**src/rtl/register_bank.sv**
```systemverilog
// MIPS general-purpose register file: write-back write port, two combinational read ports,
// and a handshaked dump port. Optional define REGBANK_WR_BYPASS_EN forwards same-cycle writes to the read ports.
module register_bank #(
    parameter int NB_DATA = 32,
    parameter int NB_ADDR = 5
) (
    input  logic               i_clk,
    input  logic               i_reset,
    input  logic [NB_ADDR-1:0] i_addr_rs,
    input  logic [NB_ADDR-1:0] i_addr_rt,
    output logic [NB_DATA-1:0] o_data_rs,
    output logic [NB_DATA-1:0] o_data_rt,
    input  logic [NB_ADDR-1:0] i_addr_reg_dst,
    input  logic [NB_DATA-1:0] i_reg_dst,
    input  logic               is_RegWrite,
    input  logic               i_dump_start,
    input  logic               i_dump_ready,
    output logic               o_dump_valid,
    output logic [NB_ADDR-1:0] o_dump_addr,
    output logic [NB_DATA-1:0] o_dump_data,
    output logic               o_dump_done
);

    localparam int N_REGS = 2**NB_ADDR;
    localparam logic [NB_ADDR-1:0] LAST_ADDR = NB_ADDR'(N_REGS - 1);

    typedef enum logic [1:0] {
        IDLE = 2'd0,
        SEND = 2'd1,
        DONE = 2'd2
    } state_t;

    logic [NB_DATA-1:0] regs [N_REGS];

    state_t             state;
    state_t             state_next;
    logic               valid_next;
    logic [NB_ADDR-1:0] addr_next;
    logic [NB_DATA-1:0] data_next;
    logic               done_next;
    logic [NB_ADDR-1:0] addr_inc;
    logic               write_en;

    // Register 0 is never written, so it stays at its reset value of zero.
    assign write_en = is_RegWrite && (i_addr_reg_dst != '0);

    always_ff @(posedge i_clk or posedge i_reset) begin
        if (i_reset) begin
            for (int i = 0; i < N_REGS; i++) begin
                regs[i] <= '0;
            end
        end else if (write_en) begin
            regs[i_addr_reg_dst] <= i_reg_dst;
        end
    end

`ifdef REGBANK_WR_BYPASS_EN
    assign o_data_rs = (write_en && (i_addr_reg_dst == i_addr_rs)) ? i_reg_dst : regs[i_addr_rs];
    assign o_data_rt = (write_en && (i_addr_reg_dst == i_addr_rt)) ? i_reg_dst : regs[i_addr_rt];
`else
    assign o_data_rs = regs[i_addr_rs];
    assign o_data_rt = regs[i_addr_rt];
`endif

    assign addr_inc = o_dump_addr + 1'b1;

    always_ff @(posedge i_clk or posedge i_reset) begin
        if (i_reset) begin
            state        <= IDLE;
            o_dump_valid <= 1'b0;
            o_dump_addr  <= '0;
            o_dump_data  <= '0;
            o_dump_done  <= 1'b0;
        end else begin
            state        <= state_next;
            o_dump_valid <= valid_next;
            o_dump_addr  <= addr_next;
            o_dump_data  <= data_next;
            o_dump_done  <= done_next;
        end
    end

    // Dump data is sampled from the stored array, so a write on the same edge is not seen.
    always_comb begin
        state_next = state;
        valid_next = o_dump_valid;
        addr_next  = o_dump_addr;
        data_next  = o_dump_data;
        done_next  = 1'b0;
        case (state)
            IDLE: begin
                if (i_dump_start) begin
                    state_next = SEND;
                    valid_next = 1'b1;
                    addr_next  = '0;
                    data_next  = regs[0];
                end
            end
            SEND: begin
                if (o_dump_valid && i_dump_ready) begin
                    if (o_dump_addr == LAST_ADDR) begin
                        state_next = DONE;
                        valid_next = 1'b0;
                        addr_next  = '0;
                        data_next  = '0;
                        done_next  = 1'b1;
                    end else begin
                        addr_next = addr_inc;
                        data_next = regs[addr_inc];
                    end
                end
            end
            DONE: begin
                state_next = IDLE;
                valid_next = 1'b0;
                addr_next  = '0;
                data_next  = '0;
            end
            default: begin
                state_next = IDLE;
                valid_next = 1'b0;
                addr_next  = '0;
                data_next  = '0;
            end
        endcase
    end

endmodule

```
**config.mk**
```make
export PLATFORM = sky130hd
export DESIGN_NAME = register_bank
export DESIGN_NICKNAME = d
export VERILOG_FILES = /design/src/rtl/register_bank.sv
export SDC_FILE = /design/constraint.sdc
export NUM_CORES = 2
export LEC_CHECK = 0
export BUFFER_PORTS_ARGS = -buffer_cell sky130_fd_sc_hd__buf_2
export CELL_PAD_IN_SITES_DETAIL_PLACEMENT = 1
export CELL_PAD_IN_SITES_GLOBAL_PLACEMENT = 2
export CORE_MARGIN = 2
export CORE_UTILIZATION = 44
export CTS_CLUSTER_DIAMETER = 100
export DETAILED_ROUTE_END_ITERATION = 8
export GPL_ROUTABILITY_DRIVEN = 0
export PLACE_DENSITY = 0.73
export SETUP_SLACK_MARGIN = 0.5
export SLEW_MARGIN = 20
export SYNTH_ARGS = -nofsm -noshare
export SYNTH_HDL_FRONTEND = slang
export SYNTH_SLANG_ARGS = --single-unit
```
**constraint.sdc**
```tcl
create_clock -name i_clk -period 48.4 [get_ports i_clk]
set_input_delay 14.52 -clock i_clk [delete_from_list [all_inputs] [get_ports i_clk]]
set_output_delay 14.52 -clock i_clk [all_outputs]
set_load 0.02 [all_outputs]
```
==> results.tsv <==
stage	metric	value	unit
synth	ys_ff_latch	1064	
routing	post_drt_wl_per_cell	38.35	um
sta	hold_viol_final	0	
clock_tree	clock_path_buffers	3	
synth	post-synth-top-count-cell	dfrtp_1	
sta	clock_skew	0.03535	ns
synth	yosysUniqueCellTypes	41	
sta	rsz0062_at_grt	no	
routing	ant_nets	0	
synth	synth-compound-area-share	0.02735	
placed_design	dpl.hpwl	129700	um
clock_tree	cts_setup_buffers	0	
synth	synth_top_family_by_area	multiplexers	
synth	async_reset_ff_frac	1.000	
routing	via_count	43820	
final_layout	fin_nets	4238	
clock_tree	clock-sinks	1064	
job	cap_violations	0	
worst_hold_path	hold_class	reg -> reg	
clock_tree	tritoncts	built	
clock_tree	h-tree-depth	4	
sta	worst_pin_slew	1.219	ns
synth	yosysWarningCount	0	
placed_design	placed_cells	5968	
routing	post-route-drc-count	0	
floorplanning	die-height	386.2	um
sta	tns	0	ns
synth	synthCells	4319	
power	cellPowerDensity	50.09	nW/um^2
routing	vias_per_cell	7.051	
final_layout	drive_above_1_share	0.5428	
final_layout	fillCellCount	13870	
global_routing	grt_start_max_net_pins	160	
outcome	status	finished clean	
sta	whs	0.4420	ns
global_routing	grt_pass1_wl	343400	um
final_layout	finish.utilization	0.4884	
final_layout	area.growth.synth_to_final	10.48	%
synth	synth_edf_count	0	
sta	maxSlewViolCount	0	
worst_setup_path	cp-end-kind	output port	
clock_tree	insertion_delay	0.80	ns
worst_setup_path	path_class	in -> out	
worst_setup_path	rrSetupSlack	42.67	ns
worst_setup_path	cp.arrival	18.35	ns
synth	syn_area_per_cell	14.88	um^2
worst_setup_path	crit_required	33.88	ns
synth	synth_mux_area_frac	0.4939	
power	leakage	29.80	nW
sta	clock.fmax	30.42	MHz
synth	netlist.area_leader.share	0.4143	
global_routing	grt_antenna_before_repair	17	
worst_setup_path	worstSetupStartpointType	input pin	
synth	yosysTopAreaCell	dfrtp_1	
synth	synth_xor_area_frac	0.0005451	
power	power	3.557	mW
floorplanning	initial_utilization	0.4420	
global_routing	gr-total-overflow	0	
clock_tree	cts_buffers	131	
power	peakVddDrop	0.04760	mV
synth	seq_area_frac_synth	0.4143	
clock_tree	clk_pin_slew	0.05	ns
routing	drt-total-wl	238400	um
floorplanning	die_w	386.2	um
synth	synthAdderAreaFrac	0.0003894	
floorplanning	core.rowCount	140	
floorplanning	core-area	145400	um^2
synth	synth_area	64270	um^2
routing	drt_first_pass_iters	7	
final_layout	fin_cells	6215	
floorplanning	io_pins	155	
synth	ys.flop_type	dfrtp_1	
placed_design	io_buffers	154	
synth	synthSimpleGateAreaFrac	0.02971	
synth	syn_nets	4373	
floorplanning	die_area	149100	um^2
sta	relSlewSlack	0.1875	
clock_tree	clockRootBuffer	clkbuf_16	
global_routing	grt_usage	0.3229	
sta	setup_viol	0	
synth	ys_top_cells_by_area	dfrtp_1 (41%), mux4_2 (27%), mux2_2 (19%), mux2i_1 (3.9%), clkbuf_1 (1.8%)	
worst_setup_path	critPathMaxFanout	59	
global_routing	grt_pass1_vias	45040	
routing	dr.first_iter.drc_count	4819	
synth	synth_common_cells	dfrtp_1 (1064), mux2_2 (1057), mux4_2 (769), clkbuf_1 (302), mux2i_1 (252)	
sta	post-route-period-util	0.6792	
clock_tree	cts_hold_buf	0	
clock_tree	cts-resized-gates	0	
sta	period_needed	32.87	ns
path summary, 6_finish.rpt:
kind	endpoint	startpoint	cells after the start
min in group asynchronous	regs[756]$_DFFE_PP0P_	i_reset	2
max reg2reg	o_dump_data[11]$_DFFE_PP0P_	o_dump_addr[0]$_DFFE_PP0P_	10
min reg2reg	regs[997]$_DFFE_PP0P_	regs[997]$_DFFE_PP0P_	0
max in group asynchronous	state[0]$_DFFE_PP0P_	i_reset	5
max	o_data_rs[24]	i_addr_rs[0]	7
min	regs[997]$_DFFE_PP0P_	regs[997]$_DFFE_PP0P_	0
layout make-up:
class / instances / area [um^2] / area share
clock inverter: 44 / 564.3 / 0.007947
multi-input combinational: 2744 / 35810 / 0.5043
antenna: 9 / 22.52 / 0.0003172
tap: 1917 / 2399 / 0.03378
timing repair buffer: 241 / 1597 / 0.02248
sequential: 1064 / 26630 / 0.3751
inverter: 2 / 17.52 / 0.0002467
clock buffer: 194 / 3966 / 0.05586
sequential cells by signal, indices dropped and copies added (netlist names):
name,cells
o_dump_done,1
regs,1024
o_dump_addr,5
state,2
o_dump_data,32
cells in the final DEF, fill, tap and decap left out, types with 2 or more instances in the layout:
cell / instances
dfrtp_1: 1061
mux2_2: 1057
mux4_2: 769
mux2i_1: 252
nand2_1: 230
buf_2: 143
clkbuf_16: 140
nand3_1: 102
buf_4: 84
a221oi_1: 63
a22oi_1: 63
o21ai_0: 35
nand2b_1: 32
o211ai_1: 32
a32oi_1: 31
clkbuf_1: 28
clkbuf_8: 26
nor2_4: 20
clkinv_2: 20
nand2_4: 15
bufinv_16: 12
diode_2: 9
nor2_1: 7
clkinvlp_4: 7
buf_12: 7
nor3b_1: 4
nand3b_1: 4
buf_8: 4
and3_1: 2
and4b_1: 2
nor2b_4: 2
and2_4: 2
a311oi_1: 2
ha_4: 2
inv_6: 2
clkinv_4: 2
buf_6: 2
dfrtp_2: 2
cells by family after synthesis:
logic type      count (synthesis)
fa+ha+maj                       2
xor+xnor                        4
compound gates                230
simple gates                  430
flops                        1064
mux                          2078
buf+inv                       511
layer usage:
layer	vias to the layer above	part of all wire	track usage
met3	465	0.083	0.06871
met2	2116	0.46	0.4862
li1	16830	-	-
met4	6	0.038	0.1171
met1	24410	0.42	0.4627
met5	-	0.00015	0
worst max-delay path: stages:
cell	delay, ns
buf_8	0.56
buf_4	0.67
buf_4	0.80
mux4_2	0.62
mux4_2	0.49
mux2_2	0.35
buf_2	0.20
through the flow:
step	cell area (um^2)	worst slack, ns
floorplan	64270	3.929
global route	70990	15.22
finish	71010	15.53
global placement	66400	15.52
detailed placement	66450	15.45
CTS	70980	15.45
where the power goes:
group | internal (mW) | total [mW] | switching (mW)
combinational | 0.593 | 1.26 | 0.664
sequential | 1.07 | 1.26 | 0.195
clock | 0.631 | 1.04 | 0.409
total | 2.29 | 3.56 | 1.27
No activity file was read; power rests on OpenSTA's default activity.
